--- config.mk ---
export PLATFORM = sky130hd
export DESIGN_NAME = univ_shift_reg_flat
export DESIGN_NICKNAME = d
export VERILOG_FILES = /design/src/rtl/univ_shift_reg_if.sv /design/src/rtl/univ_shift_reg.sv /design/src/flat_wrapper.sv
export SDC_FILE = /design/constraint.sdc
export NUM_CORES = 1
export LEC_CHECK = 0
export CORE_MARGIN = 5
export CORE_UTILIZATION = 41
export CTS_CLUSTER_DIAMETER = 120
export DETAILED_ROUTE_END_ITERATION = 8
export GPL_TIMING_DRIVEN = 0
export PLACE_DENSITY = 0.75
export SLEW_MARGIN = 10
export SYNTH_ARGS = -nofsm -noshare
export SYNTH_HDL_FRONTEND = slang
export SYNTH_SLANG_ARGS = --single-unit
--- constraint.sdc ---
create_clock -name clk -period 1.2 [get_ports clk]
set_input_delay 0.36 -clock clk [delete_from_list [all_inputs] [get_ports clk]]
set_output_delay 0.36 -clock clk [all_outputs]
set_load 0.02 [all_outputs]
--- src/rtl/univ_shift_reg_if.sv ---
// Bus bundle for univ_shift_reg: en/mode/sr_i/par_i commands in,
// sr_o/ser_o/cnt_o/done status out. master drives, slave is the register.
interface univ_shift_reg_if #(
   parameter int WIDTH = 8
);
   localparam int CNT_W = $clog2(WIDTH + 1);

   logic             en;
   logic [2:0]       mode;
   logic             sr_i;
   logic [WIDTH-1:0] par_i;
   logic [WIDTH-1:0] sr_o;
   logic             ser_o;
   logic [CNT_W-1:0] cnt_o;
   logic             done;

   modport master (
      output en, mode, sr_i, par_i,
      input  sr_o, ser_o, cnt_o, done
   );

   modport slave (
      input  en, mode, sr_i, par_i,
      output sr_o, ser_o, cnt_o, done
   );
endinterface

--- src/rtl/univ_shift_reg.sv ---
// Universal shift register: shift/rotate/asr/load/clear with serial out,
// shift counter and word-complete pulse. Ports: clk, reset (async low), bus.
module univ_shift_reg #(
   parameter int               WIDTH   = 8,
   parameter logic [WIDTH-1:0] RST_VAL = '0
) (
   input logic             clk,
   input logic             reset,
   univ_shift_reg_if.slave bus
);
   localparam int CNT_W = $clog2(WIDTH + 1);
   localparam logic [CNT_W-1:0] CNT_MAX = CNT_W'(WIDTH - 1);

   localparam logic [2:0] M_HOLD = 3'b000;
   localparam logic [2:0] M_SHL  = 3'b001;
   localparam logic [2:0] M_SHR  = 3'b010;
   localparam logic [2:0] M_ROL  = 3'b011;
   localparam logic [2:0] M_ROR  = 3'b100;
   localparam logic [2:0] M_LOAD = 3'b101;
   localparam logic [2:0] M_CLR  = 3'b110;
   localparam logic [2:0] M_ASR  = 3'b111;

   logic [WIDTH-1:0] sr_q;
   logic [WIDTH-1:0] sr_nxt;
   logic             ser_q;
   logic             ser_nxt;
   logic [CNT_W-1:0] cnt_q;
   logic             done_q;
   logic             shift;
   logic             clr_cnt;

   always_comb begin
      sr_nxt  = sr_q;
      ser_nxt = ser_q;
      shift   = 1'b0;
      clr_cnt = 1'b0;
      unique case (bus.mode)
         M_HOLD: begin
         end
         M_SHL: begin
            sr_nxt  = {sr_q[WIDTH-2:0], bus.sr_i};
            ser_nxt = sr_q[WIDTH-1];
            shift   = 1'b1;
         end
         M_SHR: begin
            sr_nxt  = {bus.sr_i, sr_q[WIDTH-1:1]};
            ser_nxt = sr_q[0];
            shift   = 1'b1;
         end
         M_ROL: begin
            sr_nxt  = {sr_q[WIDTH-2:0], sr_q[WIDTH-1]};
            ser_nxt = sr_q[WIDTH-1];
            shift   = 1'b1;
         end
         M_ROR: begin
            sr_nxt  = {sr_q[0], sr_q[WIDTH-1:1]};
            ser_nxt = sr_q[0];
            shift   = 1'b1;
         end
         M_LOAD: begin
            sr_nxt  = bus.par_i;
            ser_nxt = 1'b0;
            clr_cnt = 1'b1;
         end
         M_CLR: begin
            sr_nxt  = '0;
            ser_nxt = 1'b0;
            clr_cnt = 1'b1;
         end
         M_ASR: begin
            sr_nxt  = {sr_q[WIDTH-1], sr_q[WIDTH-1:1]};
            ser_nxt = sr_q[0];
            shift   = 1'b1;
         end
      endcase
   end

   always_ff @(posedge clk or negedge reset) begin
      if (!reset) begin
         sr_q   <= RST_VAL;
         ser_q  <= 1'b0;
         cnt_q  <= '0;
         done_q <= 1'b0;
      end else begin
         // done is a pulse; it only survives the cycle after a wrap
         done_q <= 1'b0;
         if (bus.en) begin
            sr_q  <= sr_nxt;
            ser_q <= ser_nxt;
            if (clr_cnt) begin
               cnt_q <= '0;
            end else if (shift) begin
               if (cnt_q == CNT_MAX) begin
                  cnt_q  <= '0;
                  done_q <= 1'b1;
               end else begin
                  cnt_q <= cnt_q + 1'b1;
               end
            end
         end
      end
   end

   assign bus.sr_o  = sr_q;
   assign bus.ser_o = ser_q;
   assign bus.cnt_o = cnt_q;
   assign bus.done  = done_q;
endmodule

--- src/flat_wrapper.sv ---
// flat-port wrapper written by rule: the top's interface ports become plain ports
module univ_shift_reg_flat 
#(
   parameter int               WIDTH   = 8,
   parameter logic [WIDTH-1:0] RST_VAL = '0
)
  (clk, reset, bus_en, bus_mode, bus_sr_i, bus_par_i, bus_sr_o, bus_ser_o, bus_cnt_o, bus_done);
  univ_shift_reg_if #(.WIDTH(WIDTH)) bus_i ();
  input logic clk;
  input logic reset;
  input wire logic [$bits(bus_i.en)-1:0] bus_en;
  input wire logic [$bits(bus_i.mode)-1:0] bus_mode;
  input wire logic [$bits(bus_i.sr_i)-1:0] bus_sr_i;
  input wire logic [$bits(bus_i.par_i)-1:0] bus_par_i;
  output wire logic [$bits(bus_i.sr_o)-1:0] bus_sr_o;
  output wire logic [$bits(bus_i.ser_o)-1:0] bus_ser_o;
  output wire logic [$bits(bus_i.cnt_o)-1:0] bus_cnt_o;
  output wire logic [$bits(bus_i.done)-1:0] bus_done;
  assign bus_i.en = bus_en;
  assign bus_i.mode = bus_mode;
  assign bus_i.sr_i = bus_sr_i;
  assign bus_i.par_i = bus_par_i;
  assign bus_sr_o = bus_i.sr_o;
  assign bus_ser_o = bus_i.ser_o;
  assign bus_cnt_o = bus_i.cnt_o;
  assign bus_done = bus_i.done;
  univ_shift_reg #(.WIDTH(WIDTH), .RST_VAL(RST_VAL)) u_core (.clk(clk), .reset(reset), .bus(bus_i));
endmodule
After elaboration in Yosys (flattened, before gate mapping)
Cells that the tools add are included.
- bits in registers: 14
- bits of input ports: 15
- add/subtract/negate cells: 1
- eq/ne operators: 8
- multiplexer cells: 11
- bitwise logic cells: 1
- reduce and logical (&&, ||, !) cells: 12
- operator list (operator ; count):
    one-hot mux 8 bit (7 select lines) ; 1
    == test 3 bit (second input constant) ; 4
    two-way mux 4 bit ; 3
    nonzero test 7 bit ; 1
    == test 3 x 2 -> 1 bit (second input constant) ; 2
    two-way mux 1 bit ; 6
    AND reduction 2 bit ; 3
    nonzero test 6 bit ; 1
    OR reduction 5 bit ; 1
    adder 4 x 1 -> 4 bit (second input constant) ; 1
    == test 4 x 3 -> 1 bit (second input constant) ; 1
    OR reduction 2 bit ; 2
    == test 3 x 1 -> 1 bit (second input constant) ; 1
    one-hot mux 1 bit (3 select lines) ; 1
    AND reduction 3 bit ; 1
    nonzero test 3 bit ; 1
    OR reduction 3 bit ; 1
    nonzero test 2 bit ; 1
    inverter 1 bit ; 1

Depth between registers and ports, before layout
Gate-level depths: netlist of run 1.
- depth in word-level cells: 6
- mapped depth: 6
- mapped depth without buffers: 5

Worst setup path after synthesis of run 1
Ideal clock, no wire load.
- kind: in2reg
- start point: in bus_mode[2]
- end point: reg u_core.sr_q[0] (netlist: u_core.bus.sr_o[0])
- library setup time: 126 ps
- arrival time: 1209 ps
- data required time: 1074 ps
- slack: -134 ps
- stages on the path: 5
- buffers on the path: 1
- path through: buf_4 clkinv_1 a22o_1 a221oi_2 o21ai_1
- word-level cells in the longest chain between the ends: 3
- RTL lines (what ; line ; source):
    start, declared ; flat_wrapper.sv:12 ; input wire logic [$bits(bus_i.mode)-1:0] bus_mode;
    == test 3 x 1 -> 1 bit, or another cell as far along ; univ_shift_reg.sv:37 ; unique case (bus.mode)
    nonzero test 7 bit (no source line) ; -- ;
    AND reduction 2 bit (no source line) ; -- ;
    end signal, assigned ; univ_shift_reg.sv:88 ; sr_q <= sr_nxt;
    end, declared ; univ_shift_reg.sv:23 ; logic [WIDTH-1:0] sr_q;
Several ways; a longest one is shown, not always the timed one.
A chain may end at the register's enable or synchronous reset.

Worst setup path in the final report of run 1
- start point: reg u_core.cnt_q[0] (netlist: u_core.bus.cnt_o[0])
- end point: out bus_cnt_o[0]
- RTL lines (what ; line ; source):
    start, declared ; univ_shift_reg.sv:27 ; logic [CNT_W-1:0] cnt_q;
    start signal, assigned ; univ_shift_reg.sv:97 ; cnt_q <= cnt_q + 1'b1;
    end, declared ; flat_wrapper.sv:17 ; output wire logic [$bits(bus_i.cnt_o)-1:0] bus_cnt_o;
No word-level cell between the ends.

==> qor.csv, run 1 <==
metric,value,unit
Clock Sinks,14,
PD cells,1301,nW/µm²
status,"finished, violations left",
routability cong.,0.8618,
initial antenna violation count,0,
Area Overhead vs Synth,62.45,%
failing checks,negative setup slack,
DRC Markers,0,
fin crit share,102.9,%
CTS root buf,clkbuf_4,
routed vias,963,
Max stage delay on crit path,450,ps
Buf/Inv on CP,1,
CTS tree,built,
sequential area share after synthesis,38.51,%
RSZ-0062 raised after global routing,true,
wire per inst,14.96,µm
"Req. time, crit path",840,ps
synth unique cells,39,
Mapped Area,909.6,µm²
CP endpoint kind,primary output,
CP Data Arrival Time,880,ps
Fillers,183,
fraction of layout cells with a size suffix above 1,42.00,%
"commonest non-fill, non-tap cell in the layout",buf_6,
Crit Path Max Fanout,5,
max-slew violations,0,
Yosys reg bits,14,
antenna cell count,0,
Setup-failing EPs final,3,
placed cells,157,
"Reg clk slew, reported paths",90,ps
# Max-Cap Violations,0,
Max Root-Sink Buffers,2,
Core Box Area,2170,µm²
IO buf count,27,
Slew @ Worst Pin,671.6,ps
Slew HR,55.08,%
Die X,57.10,µm
clk_lat worst skew,290,ps
slowest CP cell,dfrtp_2,
Hold Fails Final Rpt,0,
Die Area,3260,µm²
GRT Resource Usage Total,17.02,%
Placement Rows,17,
CTS H-tree lvls,1,
I/O pin cnt,29,
highest-count cells in the layout ignoring fill and taps,"buf_6 (21), buf_4 (15), nor2_1 (12), dfrtp_1 (12), nand2_1 (11)",
fin crit period,1235,ps
first-pass GRT wire length,4416,µm
final WL,2662,µm
critical-path cell list,buf_6,
synthesized area per cell,8.918,µm²
critical path class,register to primary output,
Gate Count Post-Synth,102,
Setup crit start kind,register,
GRT overflow,0,
worst vdd ir,0.8561,mV
leakage dissipation,0.6602,nW
Detail Route Antenna Nets,0,
vias per cell,5.410,
Syn. warnings,0,
Worst path depth,1,
DP HPWL,1777,µm
number of global-route vias before repair,956,
skew final,6.852,ps
pin count of the biggest net entering global routing,15,
Starting Density,41.93,%
Post-layout nets,167,
Starting DRT DRC Count,15,
Crit path max-delay family,flip-flops,
syn_nets,118,
DIE HEIGHT,57.10,µm
final worst setup slack,-35.27,ps
final cell count without fillers,178,
worst hold path type,input pin to async pin,
Final Cell Area,1478,µm²
first drt pass iteration count,4,
FF-to-FF path depth,4,
total CTS buffers,3,
placed inst area,1257,µm²
Max Clock Freq,809.5,MHz
-- routing by layer --
layer	track usage (%)	vias up	part of all wire, %
met5	0	-	0
met3	3.846	3	6.8
met1	21.97	449	43
li1	-	475	-
met2	28.38	36	50
met4	4.967	0	1.1
-- path summary, 6_finish.rpt --
check | startpoint | endpoint | slack (ps)
setup reg to reg | u_core.bus.sr_o[7] | u_core.bus.sr_o[0] | 10
max in group asynchronous | reset | u_core.bus.cnt_o[0] | 260
hold / removal | reset | u_core.bus.sr_o[2] | 460
min in group clk | bus_mode[2] | u_core.bus.cnt_o[2] | 510
setup / recovery | u_core.bus.cnt_o[0] | bus_cnt_o[0] | -40
hold reg to reg | u_core.bus.cnt_o[0] | u_core.bus.cnt_o[0] | 570
-- logic make-up after synthesis --
logic type               Yosys count  synth area share (%)
AO/OA/AOI/OAI                     38                 30.68
AND/OR/NAND/NOR                   35                 17.88
flip-flops                        14                 38.51
buffers and inverters             10                 6.740
XOR/XNOR                           3                 3.715
multiplexers                       1                 1.100
adder cells (fa/ha/maj)            1                 1.375
-- what timing repair did --
action / in CTS / in global routing
setup buffers: 14 / 3
endpoints found under the setup margin: 28 / 23
hold buffers: 0 / 0
pin swaps: 5 / 4
gates resized for setup: 79 / 29
cloned: 0 / 0
-- through the flow --
stage / util, % / setup TNS [ps] / setup slack, ps / hold slack [ps] / power, mW
CTS: 63.03 / -118.1 / -43.01 / 462.9 / 1.821
global placement: 57.96 / -11540 / -767.3 / 499.4 / 1.369
finish: 68.11 / -91.80 / -35.27 / 464.2 / 1.922
detailed placement: 57.96 / -12200 / -765.1 / 513.7 / 1.378
floorplan: - / -5.924 / -5.556 / 64.41 / 1.061
global route: 68.11 / -558.7 / -75.98 / 511.1 / 2.038
-- area by class of cell --
class,count,area (µm²),share of cell area (%)
clock buffers,4,36.28,2.456
multi-input cells,78,541.8,36.66
plain buffers,6,76.32,5.165
well taps,28,35.03,2.371
flip-flops and latches,14,352.8,23.88
repair buffers,44,412.9,27.94
inverters,4,22.52,1.524
-- cell usage after synthesis (all sizes together) --
library cell	count	share of area (%)
nor2	15	7.3
dfrtp	14	39
nand2	11	4.5
a21oi	9	5.0
o21ai	8	4.8
buf	6	4.8
a221oi	3	3.6
a31oi	3	2.1
a32oi	3	2.9
inv	3	1.5
nand2b	3	2.1
a21o	2	1.7
a22o	2	1.9
nor2b	2	1.4
nor4	2	1.4
o31ai	2	3.2
xnor2	2	2.8
a211oi	1	0.83
a32o	1	1.1
and3	1	0.69
clkinv	1	0.41
ha	1	1.4
mux2i	1	1.1
nand3	1	0.55
o22a	1	0.96
o22ai	1	0.69
o31a	1	0.96
o32a	1	1.1
xor2	1	0.96
-- report_power, final --
| part | switching (mW) | total (mW) | internal (mW) | leakage (nW) |
|---|---|---|---|---|
| clock network | 0.172 | 0.357 | 0.185 | 0.0210 |
| registers | 0.0860 | 0.654 | 0.568 | 0.170 |
| logic | 0.429 | 0.910 | 0.481 | 0.469 |
-- sequential cells by signal (all words and copies together) (netlist names) --
| name | flops |
|---|---|
| u_core.bus.sr_o | 8 |
| u_core.bus.cnt_o | 4 |
| u_core.bus.done | 1 |
| u_core.bus.ser_o | 1 |
No activity file was read; power rests on OpenSTA's default activity.
==> inputs of run 2 (changes only) <==
--- a/config.mk
+++ b/config.mk
@@ -5,13 +5,14 @@
 export SDC_FILE = /design/constraint.sdc
 export NUM_CORES = 1
 export LEC_CHECK = 0
-export CORE_MARGIN = 5
+export CAP_MARGIN = 20
+export CORE_MARGIN = 2
 export CORE_UTILIZATION = 41
 export CTS_CLUSTER_DIAMETER = 120
 export DETAILED_ROUTE_END_ITERATION = 8
 export GPL_TIMING_DRIVEN = 0
 export PLACE_DENSITY = 0.75
-export SLEW_MARGIN = 10
+export SLEW_MARGIN = 20
 export SYNTH_ARGS = -nofsm -noshare
 export SYNTH_HDL_FRONTEND = slang
 export SYNTH_SLANG_ARGS = --single-unit
==> qor.csv, run 2 (synthesis gave the netlist of run 1 again) <==
metric,value,unit,change
Placement Rows,17,,unchanged
max-slew violations,0,,unchanged
Internal,1.254,mW,+1.6%
Crit Path Max Fanout,4,,-1
Max Clock Freq,802.8,MHz,-0.83%
DP HPWL,1727,µm,-2.8%
CTS H-tree lvls,1,,unchanged
Die X,51.10,µm,-11%
critical-path cell list,buf_6,,
CTS root buf,clkbuf_4,,
Starting Density,42.34,%,+0.42 points
number of global-route vias before repair,934,,-2.3%
fin crit share,103.8,%,+0.86 points
Clock Sinks,14,,unchanged
Area Overhead vs Synth,61.49,%,
Clock power frac,17.8,%,-0.8 points
vias per cell,5.466,,+1.0%
leakage dissipation,0.6511,nW,-1.4%
routed vias,951,,-1.2%
final cell count without fillers,174,,-2.2%
fin crit period,1246,ps,+10.35 ps
Max Root-Sink Buffers,2,,unchanged
CP endpoint kind,primary output,,
placed inst area,1257,µm²,unchanged
GRT Resource Usage Total,21.14,%,+4.1 points
initial antenna violation count,0,,unchanged
DIE HEIGHT,51.10,µm,-11%
Detail Route Antenna Nets,0,,unchanged
worst vdd ir,1.369,mV,+60%
RSZ-0062 raised after global routing,true,,
status,"finished, violations left",,
PD cells,1340,nW/µm²,+3.0%
"commonest non-fill, non-tap cell in the layout",buf_6,,
Die Area,2611,µm²,-20%
final worst setup slack,-45.62,ps,-10.35 ps
total CTS buffers,3,,unchanged
routability cong.,0.9139,,+6.0%
Post-layout nets,163,,-2.4%
clk_lat worst skew,290,ps,about the same
GRT overflow,0,,unchanged
failing checks,negative setup slack,,
Hold Fails Final Rpt,0,,unchanged
Setup-failing EPs final,7,,+4
antenna cell count,0,,unchanged
final WL,2644,µm,-0.68%
switching share of power,36.29,%,+0.54 points
worst hold path type,input pin to register,,
I/O pin cnt,29,,unchanged
Slew @ Worst Pin,654.6,ps,-17.02 ps
placed cells,157,,unchanged
first-pass GRT wire length,4153,µm,-6.0%
"Reg clk slew, reported paths",90,ps,about the same
CP Data Arrival Time,890,ps,about the same
Slew HR,56.22,%,+1.1 points
Sw Pwr,0.7143,mW,+4.0%
Core Box Area,2148,µm²,-0.98%
Buf/Inv on CP,1,,unchanged
Logic pwr share,48.1,%,+0.7 points
Max stage delay on crit path,460,ps,about the same
slowest CP cell,dfrtp_2,,
wire per inst,15.20,µm,+1.6%
skew final,7.125,ps,+0.2732 ps
pin count of the biggest net entering global routing,15,,unchanged
Starting DRT DRC Count,29,,+14
critical path class,register to primary output,,
# Max-Cap Violations,0,,unchanged
DRC Markers,0,,unchanged
fraction of layout cells with a size suffix above 1,40.41,%,-1.6 points
first drt pass iteration count,4,,unchanged
CTS tree,built,,
Seq pwr share,34.0,%,about the same
Final Cell Area,1469,µm²,-0.59%
"Req. time, crit path",840,ps,about the same
Setup crit start kind,register,,
max reg flops,8,,unchanged
Crit path max-delay family,flip-flops,,
highest-count cells in the layout ignoring fill and taps,"buf_6 (19), nor2_1 (13), dfrtp_1 (12)",,
IO buf count,27,,unchanged
## run 2: changes by cell type in the layout (fill, tap and decap cells not counted), sizes merged
cell,previous run,this run
buf,39,34
clkbuf,4,5
## run 2: final cells by class
cell class	instances	area (µm²)
Fill cell	177	679.4
Multi-Input combinational cell	78	564.3
Timing Repair Buffer	40	377.9
Sequential cell	14	352.8
Buffer	6	80.08
Clock buffer	4	36.28
Tap cell	28	35.03
Inverter	4	22.52
## run 2: stage by stage
step	power, mW	util, %	TNS, ps	setup WS, ps	hold WS, ps
4_1_cts	1.832	63.37	-51.33	-24.01	463.9
5_1_grt	2.077	68.38	-520.6	-77.18	381.2
3_5_place_dp	1.388	58.53	-11950	-760.6	514.3
2_1_floorplan	1.061	-	-5.924	-5.556	64.41
3_3_place_gp	1.364	58.53	-11790	-761.4	495.7
6_report	1.969	68.38	-110.8	-45.62	355.8
## run 2: worst paths after layout
path / from / to / slack (ps) / cells after the start
worst max-delay path: u_core.bus.cnt_o[1] / bus_cnt_o[1] / -50 / 1
worst min-delay path: bus_en / u_core.bus.sr_o[7] / 360 / 2
worst max register to register: u_core.bus.sr_o[7] / u_core.bus.sr_o[0] / 0 / 4
worst min register to register: u_core.bus.ser_o / u_core.bus.ser_o / 580 / 1
max in group asynchronous: reset / u_core.bus.cnt_o[0] / 270 / 1
min in group asynchronous: reset / u_core.bus.sr_o[4] / 470 / 1
## run 2: what timing repair did
action / 4_1_cts / 5_1_grt
pin swaps: 3 / 8
setup endpoints to repair: 28 / 22
setup buffers: 12 / 1
hold endpoints to repair: 0 / 0
gates resized for setup: 81 / 27
hold buffers: 0 / 0
## run 2: per-layer routing
layer	global-route usage, %	up-vias	wire [µm]
met3	3.509	6	125
met4	6.306	0	45
li1	-	459	-
met2	38.96	34	1386
met5	0	-	0
met1	24.77	452	1086
## run 2: power groups by stage
| stage | sequential [mW] | clock, mW | combinational (mW) |
|---|---|---|---|
| 2_1_floorplan | 0.781 | 0 | 0.280 |
| 3_3_place_gp | 0.680 | 0 | 0.684 |
| 3_5_place_dp | 0.686 | 0 | 0.702 |
| 4_1_cts | 0.644 | 0.353 | 0.835 |
| 5_1_grt | 0.680 | 0.384 | 1.01 |
| 6_report | 0.670 | 0.351 | 0.948 |
==> inputs of run 3 (changes only) <==
--- a/config.mk
+++ b/config.mk
@@ -5,6 +5,7 @@
 export SDC_FILE = /design/constraint.sdc
 export NUM_CORES = 1
 export LEC_CHECK = 0
+export ABC_CLOCK_PERIOD_IN_PS = 1200
 export CAP_MARGIN = 20
 export CORE_MARGIN = 2
 export CORE_UTILIZATION = 41
==> results of run 3 <==
Final layout, timing and power as in run 2 (identical DEF).
